[src/rtl/cpu_multicycle.sv]
// cpu_multicycle: parametrised multi-cycle execution core.
// Walks FETCH -> DECODE -> EXECUTE -> (MEM) -> WRITEBACK per instruction, with an
// internal register file, carry/zero flags and a req/ready data-memory handshake.
module cpu_multicycle #(
  parameter int unsigned DATA_W = 8,
  parameter int unsigned NREGS  = 8,
  localparam int unsigned RA_W  = $clog2(NREGS)
) (
  input  logic              i_clk,
  input  logic              i_rst,
  input  logic              i_instr_ready,
  input  logic              i_hold,
  input  logic [7:0]        i_opcode,
  input  logic [DATA_W-1:0] i_data1,
  input  logic [DATA_W-1:0] i_data2,
  input  logic [RA_W-1:0]   i_address,
  output logic              o_wait,
  output logic [DATA_W-1:0] o_data,
  output logic [1:0]        o_flags,
  output logic              o_mem_req,
  output logic              o_mem_we,
  output logic [DATA_W-1:0] o_mem_addr,
  output logic [DATA_W-1:0] o_mem_wdata,
  input  logic              i_mem_ready,
  input  logic [DATA_W-1:0] i_mem_rdata,
  output logic              o_retire,
  output logic              o_illegal
);

  typedef enum logic [2:0] {
    StFetch,
    StDecode,
    StExecute,
    StMem,
    StWriteback
  } state_e;

  localparam logic [3:0] OpNop = 4'd0;
  localparam logic [3:0] OpLdi = 4'd1;
  localparam logic [3:0] OpAdd = 4'd2;
  localparam logic [3:0] OpSub = 4'd3;
  localparam logic [3:0] OpAnd = 4'd4;
  localparam logic [3:0] OpOr  = 4'd5;
  localparam logic [3:0] OpXor = 4'd6;
  localparam logic [3:0] OpMov = 4'd7;
  localparam logic [3:0] OpLd  = 4'd8;
  localparam logic [3:0] OpSt  = 4'd9;

  state_e state_q, state_d;

  // Latched instruction fields
  logic [3:0]        op_q;
  logic [DATA_W-1:0] data1_q;
  logic [DATA_W-1:0] data2_q;
  logic [RA_W-1:0]   rd_q;

  // Operands, result and architectural state
  logic [DATA_W-1:0] a_q, b_q, res_q;
  logic              res_c_q;
  logic [DATA_W-1:0] rf_q [NREGS];
  logic [DATA_W-1:0] data_q;
  logic              carry_q, zero_q;

  // Step enables derived by the FSM
  logic accept, decode_go, execute_go, mem_done, wb_go;

  // ALU outputs
  logic [DATA_W-1:0] alu_res;
  logic              alu_c;
  logic              flag_op;

  // Reserved opcode bits and data2 are carried but have no function.
  logic unused_bits;
  assign unused_bits = ^{i_opcode[7:4], data2_q};

  // State register
  always_ff @(posedge i_clk) begin
    if (i_rst) begin
      state_q <= StFetch;
    end else begin
      state_q <= state_d;
    end
  end

  // Next-state logic and per-state outputs
  always_comb begin
    state_d     = state_q;
    accept      = 1'b0;
    decode_go   = 1'b0;
    execute_go  = 1'b0;
    mem_done    = 1'b0;
    wb_go       = 1'b0;
    o_retire    = 1'b0;
    o_illegal   = 1'b0;
    o_mem_req   = 1'b0;
    o_mem_we    = 1'b0;
    o_mem_addr  = '0;
    o_mem_wdata = '0;
    unique case (state_q)
      StFetch: begin
        if (!i_hold && i_instr_ready) begin
          accept  = 1'b1;
          state_d = StDecode;
        end
      end
      StDecode: begin
        if (!i_hold) begin
          decode_go = 1'b1;
          state_d   = StExecute;
        end
      end
      StExecute: begin
        if (!i_hold) begin
          execute_go = 1'b1;
          if (op_q == OpNop) begin
            o_retire = 1'b1;
            state_d  = StFetch;
          end else if (op_q == OpLd || op_q == OpSt) begin
            state_d = StMem;
          end else if (op_q > OpSt) begin
            o_illegal = 1'b1;
            state_d   = StFetch;
          end else begin
            state_d = StWriteback;
          end
        end
      end
      StMem: begin
        // Hold is ignored here so an outstanding request never drops.
        o_mem_req   = 1'b1;
        o_mem_we    = (op_q == OpSt);
        o_mem_addr  = data1_q;
        o_mem_wdata = a_q;
        if (i_mem_ready) begin
          mem_done = 1'b1;
          if (op_q == OpSt) begin
            o_retire = 1'b1;
            state_d  = StFetch;
          end else begin
            state_d = StWriteback;
          end
        end
      end
      StWriteback: begin
        if (!i_hold) begin
          wb_go    = 1'b1;
          o_retire = 1'b1;
          state_d  = StFetch;
        end
      end
      default: state_d = StFetch;
    endcase
  end

  assign o_wait = (state_q != StFetch) | i_hold;

  // ALU: widened add/sub so the top bit is carry (add) or borrow (sub)
  always_comb begin
    alu_res = '0;
    alu_c   = 1'b0;
    case (op_q)
      OpLdi: alu_res = data1_q;
      OpAdd: {alu_c, alu_res} = {1'b0, a_q} + {1'b0, data1_q};
      OpSub: {alu_c, alu_res} = {1'b0, a_q} - {1'b0, data1_q};
      OpAnd: alu_res = a_q & data1_q;
      OpOr:  alu_res = a_q | data1_q;
      OpXor: alu_res = a_q ^ data1_q;
      OpMov: alu_res = b_q;
      default: begin
        alu_res = '0;
        alu_c   = 1'b0;
      end
    endcase
  end

  assign flag_op = (op_q >= OpAdd) && (op_q <= OpXor);

  // Instruction latch, operand fetch, result capture and register writeback
  always_ff @(posedge i_clk) begin
    if (i_rst) begin
      op_q    <= '0;
      data1_q <= '0;
      data2_q <= '0;
      rd_q    <= '0;
      a_q     <= '0;
      b_q     <= '0;
      res_q   <= '0;
      res_c_q <= 1'b0;
      data_q  <= '0;
      carry_q <= 1'b0;
      zero_q  <= 1'b0;
      for (int i = 0; i < int'(NREGS); i++) begin
        rf_q[i] <= '0;
      end
    end else begin
      if (accept) begin
        op_q    <= i_opcode[3:0];
        data1_q <= i_data1;
        data2_q <= i_data2;
        rd_q    <= i_address;
      end
      if (decode_go) begin
        a_q <= rf_q[rd_q];
        b_q <= rf_q[data1_q[RA_W-1:0]];
      end
      if (execute_go) begin
        res_q   <= alu_res;
        res_c_q <= alu_c;
      end
      if (mem_done && op_q == OpLd) begin
        res_q <= i_mem_rdata;
      end
      if (wb_go) begin
        rf_q[rd_q] <= res_q;
        data_q     <= res_q;
        // Logic ops leave res_c_q at 0, which clears carry.
        if (flag_op) begin
          carry_q <= res_c_q;
          zero_q  <= (res_q == '0);
        end
      end
    end
  end

  assign o_data  = data_q;
  assign o_flags = {carry_q, zero_q};

endmodule

[config.mk]
export PLATFORM = sky130hd
export DESIGN_NAME = cpu_multicycle
export DESIGN_NICKNAME = d
export VERILOG_FILES = /design/src/rtl/cpu_multicycle.sv
export SDC_FILE = /design/constraint.sdc
export NUM_CORES = 1
export LEC_CHECK = 0
export CAP_MARGIN = 20
export CELL_PAD_IN_SITES_DETAIL_PLACEMENT = 1
export CELL_PAD_IN_SITES_GLOBAL_PLACEMENT = 1
export CORE_UTILIZATION = 30
export DETAILED_ROUTE_END_ITERATION = 8
export PLACE_DENSITY_LB_ADDON = 0.1
export SYNTH_ARGS = -nofsm -noshare
export SYNTH_HDL_FRONTEND = slang
export SYNTH_SLANG_ARGS = --single-unit
[constraint.sdc]
create_clock -name i_clk -period 6.7 [get_ports i_clk]
set_clock_uncertainty 0.2 [all_clocks]
set_input_delay 1.34 -clock i_clk [delete_from_list [all_inputs] [get_ports i_clk]]
set_output_delay 1.34 -clock i_clk [all_outputs]
set_load 0.02 [all_outputs]
==> impl_metrics.ini <==
[run_status]
outcome = finished clean

[routing]
viasPerCell = 5.31
avgRoutedWirePerCell_um = 21.4
totalWireLength_um = 22200
drc = 0
drtIter0Drc = 296
ant_nets = 0
vias = 5514
dr.pass1.iters = 5

[job]
drv_cap = 0

[worst_setup_path]
r2r-start = data1_q[1]
arrival_ps = 3520
ff2ff_path_depth = 8
cp.required_ps = 5160
setup.worst_path.start_class = input port
r2r_setup_slack_ps = 3050
crit_start = i_hold
end_kind = output pin
endpoint = o_illegal
r2r_end = res_q[7]
path_class = in -> out
critical_path.max_fanout = 11

[final_layout]
area_growth_pct = 19.3
final_nets = 808
layout-drive-gt1-share = 0.105
ff_latch_area_um2 = 2980
final_util = 0.364
fill_cells = 2508
antennaDiodeCount = 0
multiInputGateArea_um2 = 3580

[yosys]
ys_warn_count = 0
synth-seq-area-share = 0.433
synthCells = 714
synthArstFlopShare = 0
syn_area_um2 = 6890
synth_top_family_by_area = simple AND/OR/NAND/NOR gates
ys_seq_elements = 117
synth_xor_area_frac = 0.00127
yosys.area_share.simple = 0.213
muxShareOfSynthArea = 0.117
synth_area_per_cell_um2 = 9.65
yosys_most_used_dff = edfxtp_1
synth_compound_area_frac = 0.137
synth_cell_types = 62
syn_nets = 780
synth_fa_ha_area_frac = 0.0494
synth_edf_count = 64

[die]
die_x_um = 154
coreArea_um2 = 22600
die_h_um = 154
row_count = 55
initial_utilization = 0.305
ios = 71
dieArea_um2 = 23600

[clocking]
cts.repair.resized = 0
path_clk_slew_ps = 60
clock_sinks = 117
htree_levels = 4
cts_max_path_buffers = 2
numCtsBuffers = 17
cts_hold_buf = 0
postCtsSetupBuffers = 0
clock_latency_ps = 410
cts_root_buffer = clkbuf_16
tritoncts = done

[global_routing]
antenna_found_initial = 0
grt_pass1_vias = 5875
track_usage = 0.196
grt_start_max_net_pins = 65
grt_overflow_total = 0
grt_first_pass_wirelength_um = 34900

[timing]
worstMarginPinSlew_ps = 1060
relSlewSlack = 0.294
finalSetupTns_ps = 0
slew_violations = 0
rsz0062_at_grt = false
final-hold-violation-count = 0
final.period_utilization = 0.755
setup_viol = 0
finalCriticalPeriod_ps = 5060
fmax_mhz = 198

[pwr]
power.density_nw_per_um2 = 233
p_leak_nw = 2.78
ir_drop_mv = 0.205

[placement]
port_buffers = 58
hpwl_um = 16400
place.gp.congestion = 0.837

[worst_hold_path]
hp-class = reg -> reg
==> sequential cells by signal (all words and copies together), names as in the netlist <==
name	cells
a_q	8
b_q	8
carry_q	1
data1_q	8
o_data	8
op_q	4
rd_q	3
res_c_q	1
res_q	8
rf_q	64
state_q	3
zero_q	1
==> placed cells by master, fill, tap and decap left out, types with 8 or more instances in the layout <==
cell / instances
o22ai_1: 10
nor2_1: 53
clkbuf_16: 17
buf_4: 8
nand2b_1: 8
a21oi_1: 42
nor3_1: 21
nand2_1: 94
mux2i_1: 21
clkdlybuf4s50_1: 57
a311oi_1: 9
nand3_1: 8
or2_2: 11
inv_1: 25
dfxtp_1: 53
edfxtp_1: 64
ha_1: 24
o21ai_0: 20
a211oi_1: 11
mux4_2: 25
and2_1: 66
==> cells in the mapped netlist (2+ instances only) <==
master	count	share of area
dfxtp_1	53	0.15
a211o_1	3	0.0038
o32ai_1	2	0.0025
buf_4	2	0.0022
fa_1	2	0.0058
buf_1	3	0.0016
clkbuf_1	46	0.025
nand3_1	8	0.0058
o31ai_1	3	0.0033
mux4_2	25	0.082
o21ai_0	20	0.015
nor2_1	53	0.029
nor4_1	5	0.0045
o221ai_1	5	0.0064
nor3b_1	3	0.0033
nand2_1	94	0.051
o22ai_1	10	0.0091
edfxtp_1	64	0.28
nor2b_1	7	0.0064
a22oi_1	5	0.0055
nand2b_1	8	0.0073
a21oi_1	42	0.031
or3_1	3	0.0027
or2_2	11	0.010
o211ai_1	3	0.0033
a311oi_1	9	0.011
inv_1	25	0.014
a221oi_1	7	0.0089
a211oi_1	11	0.012
mux2i_1	21	0.031
nor3_1	21	0.015
clkinv_1	2	0.0011
and2_1	66	0.060
and3_1	7	0.0064
a31oi_1	7	0.0064
a32o_1	2	0.0029
mux2_2	3	0.0049
ha_1	24	0.044
o21bai_1	2	0.0022
buf_2	5	0.0036
==> worst min path at each step <==
stage	from	end	slack, ps	depth (start not counted)
after global routing	o_data[5]	o_data[5]	280	2
after floorplan	res_c_q	res_c_q	230	2
after detailed placement	o_data[7]	o_data[7]	250	2
after CTS	o_data[7]	o_data[7]	260	2
after global placement	o_data[5]	o_data[5]	250	2
final	o_data[7]	o_data[7]	260	2
==> layer usage <==
layer	up-vias	routed length, µm	part of all wire	global-route usage
li1	2633	-	-	-
met1	2787	10200	0.46	0.250
met2	82	11200	0.50	0.341
met3	12	644	0.029	0.0330
met4	0	182	0.0082	0.0557
met5	-	0	0	0
==> per-stage QoR <==
step / hold slack (ps) / std cells / worst slack (ps) / power (mW) / area (µm²)
finish: 257 / 1039 / 1640 / 1.91 / 8220
global route: 283 / 1039 / 1560 / 1.99 / 8220
CTS: 258 / 1039 / 1600 / 1.94 / 8220
detailed placement: 250 / 1008 / 1610 / 1.05 / 7650
global placement: 252 / 1008 / 1640 / 1.04 / 7650
floorplan: 232 / 714 / 2580 / 0.963 / 6890
==> where the power goes <==
part	leakage [nW]	switching (mW)	total [mW]	internal, mW
clock	0.260	0.342	0.885	0.543
combinational	1.43	0.131	0.222	0.0910
sequential	1.09	0.0281	0.808	0.780
==> critical path, stage by stage <==
cell	delay, ps
clkdlybuf4s50_1	510
or4b_1	730
nor3b_1	300
clkdlybuf4s50_1	650
==> area by class of cell <==
| class | instances | share of cell area |
|---|---|---|
| Multi-Input combinational cell | 513 | 0.435 |
| Clock buffer | 18 | 0.0522 |
| Sequential cell | 117 | 0.363 |
| Clock inverter | 13 | 0.0161 |
| Timing Repair Buffer | 66 | 0.0774 |
| Inverter | 27 | 0.0123 |
| Tap cell | 285 | 0.0434 |
==> logic make-up (layout without fill, tap and decap cells) <==
| group | Yosys count | in the layout |
|---|---|---|
| AO/OA/AOI/OAI | 142 | 142 |
| XOR/XNOR | 1 | 1 |
| adder cells (fa/ha/maj) | 26 | 26 |
| buffers and inverters | 84 | 124 |
| flip-flops | 117 | 117 |
| multiplexers | 49 | 49 |
| AND/OR/NAND/NOR | 295 | 295 |
(Power assumes the default switching activity.)
